**config.mk**
```make
export PLATFORM = sky130hd
export DESIGN_NAME = clock_set_ctrl_flat
export DESIGN_NICKNAME = d
export VERILOG_FILES = /design/src/rtl/clock_set_ctrl_if.sv /design/src/rtl/clock_set_ctrl.sv /design/src/flat_wrapper.sv
export SDC_FILE = /design/constraint.sdc
export NUM_CORES = 1
export LEC_CHECK = 0
export CAP_MARGIN = 0
export CORE_ASPECT_RATIO = 1.25
export CORE_UTILIZATION = 56
export CTS_CLUSTER_SIZE = 16
export DETAILED_ROUTE_END_ITERATION = 7
export PLACE_DENSITY = 0.8
export SLEW_MARGIN = 20
export SYNTH_ARGS = -nofsm -noshare
export SYNTH_HDL_FRONTEND = slang
export SYNTH_SLANG_ARGS = --single-unit
```
**constraint.sdc**
```tcl
create_clock -name clk -period 2.1 [get_ports clk]
set_input_delay 0.21 -clock clk [delete_from_list [all_inputs] [get_ports clk]]
set_output_delay 0.21 -clock clk [all_outputs]
set_load 0.1 [all_outputs]
```
**src/rtl/clock_set_ctrl_if.sv**
```systemverilog
// Signal bundle between the clock-setting controller and its surroundings:
// buttons and live time in, run/load strobes, edited time and display blanking out.
interface clock_set_ctrl_if;
  logic       btn_mode;
  logic       btn_inc;
  logic [5:0] cur_hours;
  logic [5:0] cur_minutes;
  logic [5:0] cur_seconds;
  logic       run_en;
  logic       load;
  logic [5:0] set_hours;
  logic [5:0] set_minutes;
  logic [5:0] set_seconds;
  logic [2:0] blink_mask;
  logic [1:0] state;

  modport master (
    output btn_mode, btn_inc, cur_hours, cur_minutes, cur_seconds,
    input  run_en, load, set_hours, set_minutes, set_seconds, blink_mask, state
  );

  modport slave (
    input  btn_mode, btn_inc, cur_hours, cur_minutes, cur_seconds,
    output run_en, load, set_hours, set_minutes, set_seconds, blink_mask, state
  );
endinterface

```
**src/rtl/clock_set_ctrl.sv**
```systemverilog
// Time-setting controller: mode button steps RUN -> hours -> minutes -> seconds -> RUN,
// inc button bumps the selected field, the field being edited blinks, idle edits are abandoned.
module clock_set_ctrl #(
  parameter int unsigned BLINK_DIV = 12500000,
  parameter int unsigned TIMEOUT   = 500000000
) (
  input  logic            clk,
  input  logic            rst,
  clock_set_ctrl_if.slave bus
);

  localparam int unsigned BW = (BLINK_DIV > 1) ? $clog2(BLINK_DIV) : 1;
  localparam int unsigned IW = (TIMEOUT > 1) ? $clog2(TIMEOUT) : 1;
  localparam logic [BW-1:0] BLINK_LAST = BW'(BLINK_DIV - 1);
  localparam logic [IW-1:0] IDLE_LAST  = IW'(TIMEOUT - 1);

  typedef enum logic [1:0] {
    RUN   = 2'b00,
    SET_H = 2'b01,
    SET_M = 2'b10,
    SET_S = 2'b11
  } state_e;

  state_e        state_q, state_d;
  logic          mode_q, inc_q;
  logic [5:0]    hours_q, hours_d;
  logic [5:0]    minutes_q, minutes_d;
  logic [5:0]    seconds_q, seconds_d;
  logic [BW-1:0] blink_cnt_q, blink_cnt_d;
  logic          phase_q, phase_d;
  logic [IW-1:0] idle_q, idle_d;
  logic          run_en_q, run_en_d;
  logic          load_q, load_d;
  logic [2:0]    mask_q, mask_d;

  logic mode_press, inc_press, inc_accept, state_chg;

  function automatic logic [5:0] wrap_inc(input logic [5:0] v, input logic [5:0] last);
    return (v == last) ? 6'd0 : v + 6'd1;
  endfunction

  function automatic logic [5:0] clamp(input logic [5:0] v, input logic [5:0] limit);
    return (v < limit) ? v : 6'd0;
  endfunction

  always_comb begin
    // NOTE: every signal written here gets a default first so no path can infer a latch.
    mode_press  = bus.btn_mode & ~mode_q;
    inc_press   = bus.btn_inc & ~inc_q;
    state_d     = state_q;
    hours_d     = hours_q;
    minutes_d   = minutes_q;
    seconds_d   = seconds_q;
    load_d      = 1'b0;
    inc_accept  = 1'b0;

    // Mode beats inc when both press in the same cycle; timeout only when no press.
    case (state_q)
      RUN: begin
        if (mode_press) begin
          state_d   = SET_H;
          hours_d   = clamp(bus.cur_hours, 6'd24);
          minutes_d = clamp(bus.cur_minutes, 6'd60);
          seconds_d = clamp(bus.cur_seconds, 6'd60);
        end
      end
      SET_H: begin
        if (mode_press) state_d = SET_M;
        else if (inc_press) begin
          hours_d    = wrap_inc(hours_q, 6'd23);
          inc_accept = 1'b1;
        end else if (idle_q == IDLE_LAST) state_d = RUN;
      end
      SET_M: begin
        if (mode_press) state_d = SET_S;
        else if (inc_press) begin
          minutes_d  = wrap_inc(minutes_q, 6'd59);
          inc_accept = 1'b1;
        end else if (idle_q == IDLE_LAST) state_d = RUN;
      end
      SET_S: begin
        if (mode_press) begin
          state_d = RUN;
          load_d  = 1'b1;
        end else if (inc_press) begin
          seconds_d  = wrap_inc(seconds_q, 6'd59);
          inc_accept = 1'b1;
        end else if (idle_q == IDLE_LAST) state_d = RUN;
      end
      default: state_d = RUN;
    endcase

    state_chg = (state_d != state_q);

    if (state_d == RUN || state_chg || inc_accept) begin
      blink_cnt_d = '0;
      phase_d     = 1'b0;
    end else if (blink_cnt_q == BLINK_LAST) begin
      blink_cnt_d = '0;
      phase_d     = ~phase_q;
    end else begin
      blink_cnt_d = blink_cnt_q + BW'(1);
      phase_d     = phase_q;
    end

    if (state_d == RUN || state_chg || mode_press || inc_press) idle_d = '0;
    else                                                       idle_d = idle_q + IW'(1);

    run_en_d = (state_d == RUN);

    case (state_d)
      SET_H:   mask_d = {phase_d, 2'b00};
      SET_M:   mask_d = {1'b0, phase_d, 1'b0};
      SET_S:   mask_d = {2'b00, phase_d};
      default: mask_d = 3'b000;
    endcase
  end

  // NOTE: sequential state uses non-blocking assignments only, so all registers see pre-edge values.
  always_ff @(posedge clk) begin
    if (rst) begin
      state_q     <= RUN;
      // Samples start at 1 so a button held through reset never looks like a fresh press.
      mode_q      <= 1'b1;
      inc_q       <= 1'b1;
      hours_q     <= '0;
      minutes_q   <= '0;
      seconds_q   <= '0;
      blink_cnt_q <= '0;
      phase_q     <= 1'b0;
      idle_q      <= '0;
      run_en_q    <= 1'b1;
      load_q      <= 1'b0;
      mask_q      <= 3'b000;
    end else begin
      state_q     <= state_d;
      mode_q      <= bus.btn_mode;
      inc_q       <= bus.btn_inc;
      hours_q     <= hours_d;
      minutes_q   <= minutes_d;
      seconds_q   <= seconds_d;
      blink_cnt_q <= blink_cnt_d;
      phase_q     <= phase_d;
      idle_q      <= idle_d;
      run_en_q    <= run_en_d;
      load_q      <= load_d;
      mask_q      <= mask_d;
    end
  end

  assign bus.state       = state_q;
  assign bus.run_en      = run_en_q;
  assign bus.load        = load_q;
  assign bus.set_hours   = hours_q;
  assign bus.set_minutes = minutes_q;
  assign bus.set_seconds = seconds_q;
  assign bus.blink_mask  = mask_q;

endmodule

```
**src/flat_wrapper.sv**
```systemverilog
// flat-port wrapper written by rule: the top's interface ports become plain ports
module clock_set_ctrl_flat 
#(
  parameter int unsigned BLINK_DIV = 12500000,
  parameter int unsigned TIMEOUT   = 500000000
)
  (clk, rst, bus_btn_mode, bus_btn_inc, bus_cur_hours, bus_cur_minutes, bus_cur_seconds, bus_run_en, bus_load, bus_set_hours, bus_set_minutes, bus_set_seconds, bus_blink_mask, bus_state);
  clock_set_ctrl_if bus_i ();
  input  logic clk;
  input  logic rst;
  input wire logic [$bits(bus_i.btn_mode)-1:0] bus_btn_mode;
  input wire logic [$bits(bus_i.btn_inc)-1:0] bus_btn_inc;
  input wire logic [$bits(bus_i.cur_hours)-1:0] bus_cur_hours;
  input wire logic [$bits(bus_i.cur_minutes)-1:0] bus_cur_minutes;
  input wire logic [$bits(bus_i.cur_seconds)-1:0] bus_cur_seconds;
  output wire logic [$bits(bus_i.run_en)-1:0] bus_run_en;
  output wire logic [$bits(bus_i.load)-1:0] bus_load;
  output wire logic [$bits(bus_i.set_hours)-1:0] bus_set_hours;
  output wire logic [$bits(bus_i.set_minutes)-1:0] bus_set_minutes;
  output wire logic [$bits(bus_i.set_seconds)-1:0] bus_set_seconds;
  output wire logic [$bits(bus_i.blink_mask)-1:0] bus_blink_mask;
  output wire logic [$bits(bus_i.state)-1:0] bus_state;
  assign bus_i.btn_mode = bus_btn_mode;
  assign bus_i.btn_inc = bus_btn_inc;
  assign bus_i.cur_hours = bus_cur_hours;
  assign bus_i.cur_minutes = bus_cur_minutes;
  assign bus_i.cur_seconds = bus_cur_seconds;
  assign bus_run_en = bus_i.run_en;
  assign bus_load = bus_i.load;
  assign bus_set_hours = bus_i.set_hours;
  assign bus_set_minutes = bus_i.set_minutes;
  assign bus_set_seconds = bus_i.set_seconds;
  assign bus_blink_mask = bus_i.blink_mask;
  assign bus_state = bus_i.state;
  clock_set_ctrl #(.BLINK_DIV(BLINK_DIV), .TIMEOUT(TIMEOUT)) u_core (.clk(clk), .rst(rst), .bus(bus_i));
endmodule
```
# After elaboration in Yosys (flattened, before gate mapping)

Index checks and enable logic that the tools add are counted.

$add $sub $neg: 5
$lt $le $gt $ge: 3
Equal/unequal tests: 19
Multiplexer cells: 32
Bitwise gates (word level): 6
Reduce and logical (&&, ||, !) cells: 16

Operators with widths:

| operator                                                              | number |
|---|---|
| 6-bit two-way mux                                                     | 15 |
| 6-bit one-hot mux with 2 select lines                                 | 3 |
| 29-bit by 1-bit adder with 29-bit output (second input constant)      | 1 |
| 29-bit == test (second input constant)                                | 1 |
| 24-bit by 1-bit adder with 24-bit output (second input constant)      | 1 |
| 24-bit == test (second input constant)                                | 1 |
| 6-bit by 1-bit adder with 6-bit output (second input constant)        | 3 |
| 6-bit == test (second input constant)                                 | 2 |
| 6-bit < comparator (second input constant)                            | 2 |
| 2-bit two-way mux                                                     | 6 |
| 4-bit AND reduction                                                   | 3 |
| 3-bit one-hot mux with 3 select lines                                 | 1 |
| 2-bit == test (second input constant)                                 | 4 |
| 2-bit by 1-bit != test with 1-bit output (second input constant)      | 4 |
| 2-bit one-hot mux with 4 select lines                                 | 1 |
| 6-bit by 5-bit == test with 1-bit output (second input constant)      | 1 |
| 6-bit by 5-bit < comparator with 1-bit output (second input constant) | 1 |
| 1-bit two-way mux                                                     | 6 |
| 2-bit != test (second input constant)                                 | 3 |
| 2-bit nonzero test                                                    | 3 |
| 3-bit OR reduction                                                    | 2 |
| 2-bit by 1-bit == test with 1-bit output (second input constant)      | 2 |
| 2-bit logical NOT                                                     | 2 |
| 1-bit logical OR                                                      | 4 |
| other kinds (4)                                                       | 9 |

Bits in registers: 81
Input port bits: 22
Output and inout bits: 25
Logic and storage cells: 93

# Depth between registers and ports, before layout

Depth after elaboration: 10
Gate-level depth with buffers: 8
Mapped depth without buffers: 6

# Worst setup path before layout

OpenSTA, ideal clock, no wires.

Kind: flip-flop to flip-flop
Start point: register u_core.state_q[0] (netlist: u_core.bus.state[0])
End point: register u_core.seconds_q[3] (netlist: u_core.bus.set_seconds[3])
Library setup time: 0.128 ns
Arrival time: 2.274 ns
Required time: 1.972 ns
Setup slack: -0.302 ns
Stages on the path, launching flop included: 8
Path buffers: 2
Clock period less this slack: 2.402 ns
Cell sequence: dfxtp_1 clkbuf_1 nand2_1 o32ai_1 clkbuf_1 o21ai_0 a22oi_1 nor2_1

Cells in the longest elaborated chain, start to end: 3
Elaborated cells between the ends (all ways): 8
Those cells by class: eq/ne (4); mux (1); reduce/logical (3)

Ends and longest elaborated chain:

| what                                                         | line                  | text |
|---|---|---|
| from (decl)                                                  | clock_set_ctrl.sv:24  | `state_e state_q, state_d;` |
| from (signal assigned)                                       | clock_set_ctrl.sv:136 | `state_q <= state_d;` |
| 2-bit == test or 2-bit logical NOT (tied branches)           | clock_set_ctrl.sv:58  | `case (state_q)` |
| 2-bit != test (no source line), or another cell as far along | --                    |  |
| 4-bit AND reduction (no source line)                         | --                    |  |
| to (signal assigned)                                         | clock_set_ctrl.sv:141 | `seconds_q <= seconds_d;` |
| to (decl)                                                    | clock_set_ctrl.sv:28  | `logic [5:0] seconds_q, seconds_d;` |

Several ways; a longest one is shown, not always the timed one.
A chain may end at the register's enable or synchronous reset.

# Worst setup path in the final report

Start point: register u_core.idle_q[10]
End point: register u_core.blink_cnt_q[21]

Cells in the longest elaborated chain, start to end: 9
Elaborated cells between the ends (all ways): 12
Those cells by class: eq/ne (2); mux (6); reduce/logical (4)

Ends and longest elaborated chain:

| what                                               | line                                                             | text |
|---|---|---|
| from (decl)                                        | clock_set_ctrl.sv:31                                             | `logic [IW-1:0] idle_q, idle_d;` |
| from (signal assigned)                             | clock_set_ctrl.sv:144                                            | `idle_q <= idle_d;` |
| 29-bit == test *                                   | clock_set_ctrl.sv:72, clock_set_ctrl.sv:79, clock_set_ctrl.sv:88 |  |
| 2-bit two-way mux *                                | clock_set_ctrl.sv:72, clock_set_ctrl.sv:79, clock_set_ctrl.sv:88 |  |
| 2-bit two-way mux *                                | clock_set_ctrl.sv:76                                             | `else if (inc_press) begin` |
| 2-bit two-way mux, on equally long branches        | clock_set_ctrl.sv:82, clock_set_ctrl.sv:75, clock_set_ctrl.sv:68 |  |
| 2-bit one-hot mux with 4 select lines *            | clock_set_ctrl.sv:58                                             |  |
| 2-bit != test or 2-bit logical NOT (tied branches) | clock_set_ctrl.sv:93, clock_set_ctrl.sv:95                       |  |
| 1-bit logical OR * (2 in series)                   | clock_set_ctrl.sv:95                                             | `if (state_d == RUN \|\| state_chg \|\| inc_accept) begin` |
| 3-bit OR reduction (no source line) *              | --                                                               |  |
| to (signal assigned)                               | clock_set_ctrl.sv:142                                            | `blink_cnt_q <= blink_cnt_d;` |
| to (decl)                                          | clock_set_ctrl.sv:29                                             | `logic [BW-1:0] blink_cnt_q, blink_cnt_d;` |

Mark *: on every way between the ends. The rest lies on a longest branch, timed or not.

==> run summary <==
peak fanout along the critical path - 24
TritonCTS clock tree - done
first-pass GRT wire length - 15,300 um
Crit. Startpoint - u_core.idle_q[10]$_SDFF_PP0_
CP startpoint kind - flip-flop
synth warn - 0
Final Routed Wirelength - 9070 um
initial antenna violation count - 0
clk sinks - 81
die area - 7420 um2
critical hold path startpoint - bus_cur_hours[0]
top post-synthesis cells by count - 81 x dfxtp_1, 67 x nor2_1, 38 x nand3_1
GPL Wtd Cong - 0.867
Remaining DRCs - 0
VDD IR-drop max - 0.379 mV
Synth Net Count - 507
WL/cell - 14.2 um
DPL Wire Length - 6510 um
mapped cell area - 3970 um2
Port Buffer Count - 46
Final WS setup - 0.164 ns
post-route cell area - 4820 um2
worst reg-to-reg path cell count - 6
ANT nets after route - 0
via/cell ratio - 5.84
smallest hold slack - 0.417 ns
maximum clock rate - 517 MHz
Place WS - -0.101 ns
mean area per synthesized cell - 8.26 um2
std cell rows - 33
Unique masters post-synth - 55
crit end category - flip-flop
Reg area - 1630 um2
Setup crit end - u_core.blink_cnt_q[21]$_SDFF_PP0_
1st-iter DRT viols - 159
vias - 3,729
R2R Path Start - u_core.idle_q[10]$_SDFF_PP0_
chip width - 77.3 um
Synth Register Bits - 81
Num CTS Buffers - 9
Tot GR Track Use - 0.256
skew final - 0.00342 ns
largest net degree at the start of global routing - 25
Setup Buffers After CTS - 0
Gate Count Post-Synth - 480
Top Family by Delay on Critical Path - simple AND/OR/NAND/NOR gates
unrepaired setup endpoints after global routing - false
status - complete, no violations
worst rel slew slack - 0.689
CTS root buf - clkbuf_8
Post-synth EDFFs - 0
CP max-delay cell - dfxtp_1
final setup vio count - 0
Max-Cap Viols - 0
fin crit share - 0.922
Area growth syn-to-layout - 21.6%
clock-pin slew on the worst setup and hold paths - 0.08 ns
async set or reset register ratio after synthesis - 0
Worst Path Arrival - 2.17 ns
Hold Path Class - in2reg
worst path cell trace - nor4bb_1 > and4_1 > nand3_1 > or3b_1 > buf_12 > nor2_1
fill count - 553
largest cells by area after synthesis - dfxtp_1 41%, nor2_1 6.3%, xnor2_1 5.3%, nand3_1 4.8%, xor2_1 4.4%
Seq/Total Area, Yosys - 0.409
area leader, netlist - dfxtp_1
latest clock arrival within the worst-skew pair - 0.34 ns
flop-to-flop setup slack - 0.16 ns
diode count - 0
grt ovf - 0
Final min period - 1.94 ns
vias in the first global route - 3,533
DIE HEIGHT - 96.1 um
layout cell share with drive strength beyond 1 - 0.176
H-tree levels - 3
Setup CP Type - reg2reg
Ports - 47
Crit path depth - 6
DP Area - 4600 um2
critical path required time - 2.34 ns
PwrDens - 651 nW/um2
1st-pass router iterations - 4
top-count cell post-synth - dfxtp_1
Synth top area share - 0.409
Fin. Hold Viols - 0
reg2reg end - u_core.blink_cnt_q[21]$_SDFF_PP0_
slowest stage delay, CP - 0.39 ns
worst-margin pin slew - 0.463 ns
nets - 576
CORE AREA - 6690 um2
final core utilization - 0.721
P_leak - 1.61 nW
area of the multi-input gates - 2210 um2
CP Buf/Inv Count - 1
Inst Count DP - 625
Non-Filler Instances - 639
clock buffer depth - 2
initial core utilization - 0.593
Most used DFF post-synth - dfxtp_1
max-slew violations - 0
==> cell families (layout without fill, tap and decap cells) <==
group | Yosys count | in the layout | synth area share
AOI/OAI and AO/OA | 72 | 72 | 0.110
xor gates and xnor gates | 44 | 44 | 0.0972
adders and majority gates | 5 | 5 | 0.0158
buffers and inverters | 27 | 99 | 0.0353
DFF | 81 | 81 | 0.409
muxes | 1 | 1 | 0.00252
and+or+nand+nor | 250 | 250 | 0.330
==> layout make-up <==
class	instances	area share
multi-input cells	372	0.457
flip-flops and latches	81	0.338
repair buffers	74	0.129
clock buffers	11	0.0314
well taps	87	0.0226
clock inverters	3	0.0135
inverters	11	0.00856
==> worst reg2reg max path, stage by stage (launching register included) <==
cell,delay [ns]
dfxtp_1,0.39
nor4bb_1,0.36
and4_1,0.36
nand3_1,0.19
or3b_1,0.26
buf_12,0.19
nor2_1,0.07
==> flip-flops by register name, indices dropped and copies added, names as in the netlist <==
register	flops
u_core.bus.blink_mask	3
u_core.phase_q	1
u_core.mode_q	1
u_core.inc_q	1
u_core.bus.load	1
u_core.blink_cnt_q	24
u_core.bus.state	2
u_core.bus.set_hours	6
u_core.idle_q	29
u_core.bus.set_seconds	6
u_core.bus.run_en	1
u_core.bus.set_minutes	6
==> where the power goes <==
group	total [mW]	internal [mW]	leakage, nW	switching [mW]
sequential	1.58	1.56	0.658	0.0263
combinational	0.309	0.108	0.846	0.201
clock	1.25	0.720	0.111	0.529
total	3.14	2.38	1.61	0.756
==> worst min path at each step <==
stage | to | slack, ns | depth (start not counted)
final | u_core.bus.set_hours[0]$_SDFFE_PP0P_ | 0.42 | 3
after global routing | u_core.bus.set_hours[0]$_SDFFE_PP0P_ | 0.43 | 3
after CTS | u_core.bus.set_hours[0]$_SDFFE_PP0P_ | 0.41 | 3
after detailed placement | u_core.idle_q[0]$_SDFF_PP0_ | 0.46 | 1
after global placement | u_core.idle_q[0]$_SDFF_PP0_ | 0.44 | 1
after floorplan | u_core.bus.set_hours[2]$_SDFFE_PP0P_ | 0.29 | 1
==> placed cells by master, fill, tap and decap left out, types with 7 or more instances in the layout <==
cell type         n
dfxtp_1          74
nor2_1           66
buf_4            52
nand3_1          38
nand2_1          32
a21oi_1          24
xnor2_1          24
nand4_1          21
clkdlybuf4s50_1  21
xor2_1           20
o21ai_0          19
nor3_1           18
nor2_2           12
nor4_1           12
inv_1            11
clkbuf_8         11
dfxtp_2           7
==> stage by stage <==
stage | setup TNS [ns] | power [mW]
2_1_floorplan | 0 | 1.82
3_3_place_gp | -1.28 | 1.92
3_5_place_dp | -1.28 | 1.92
4_1_cts | 0 | 3.16
5_1_grt | 0 | 3.24
6_report | 0 | 3.14
==> metal layers <==
layer,track usage,share of wire,vias to the layer above
met5,0,0,-
met4,0.126,0.024,0
met1,0.293,0.43,1771
li1,-,-,1835
met3,0.0559,0.039,25
met2,0.455,0.51,98
==> timing repair <==
item | in CTS | in global routing
resized for setup | 0 | 1
endpoints found under the setup margin | 0 | 24
hold buffers | 0 | 0
No activity file was read; power rests on OpenSTA's default activity.
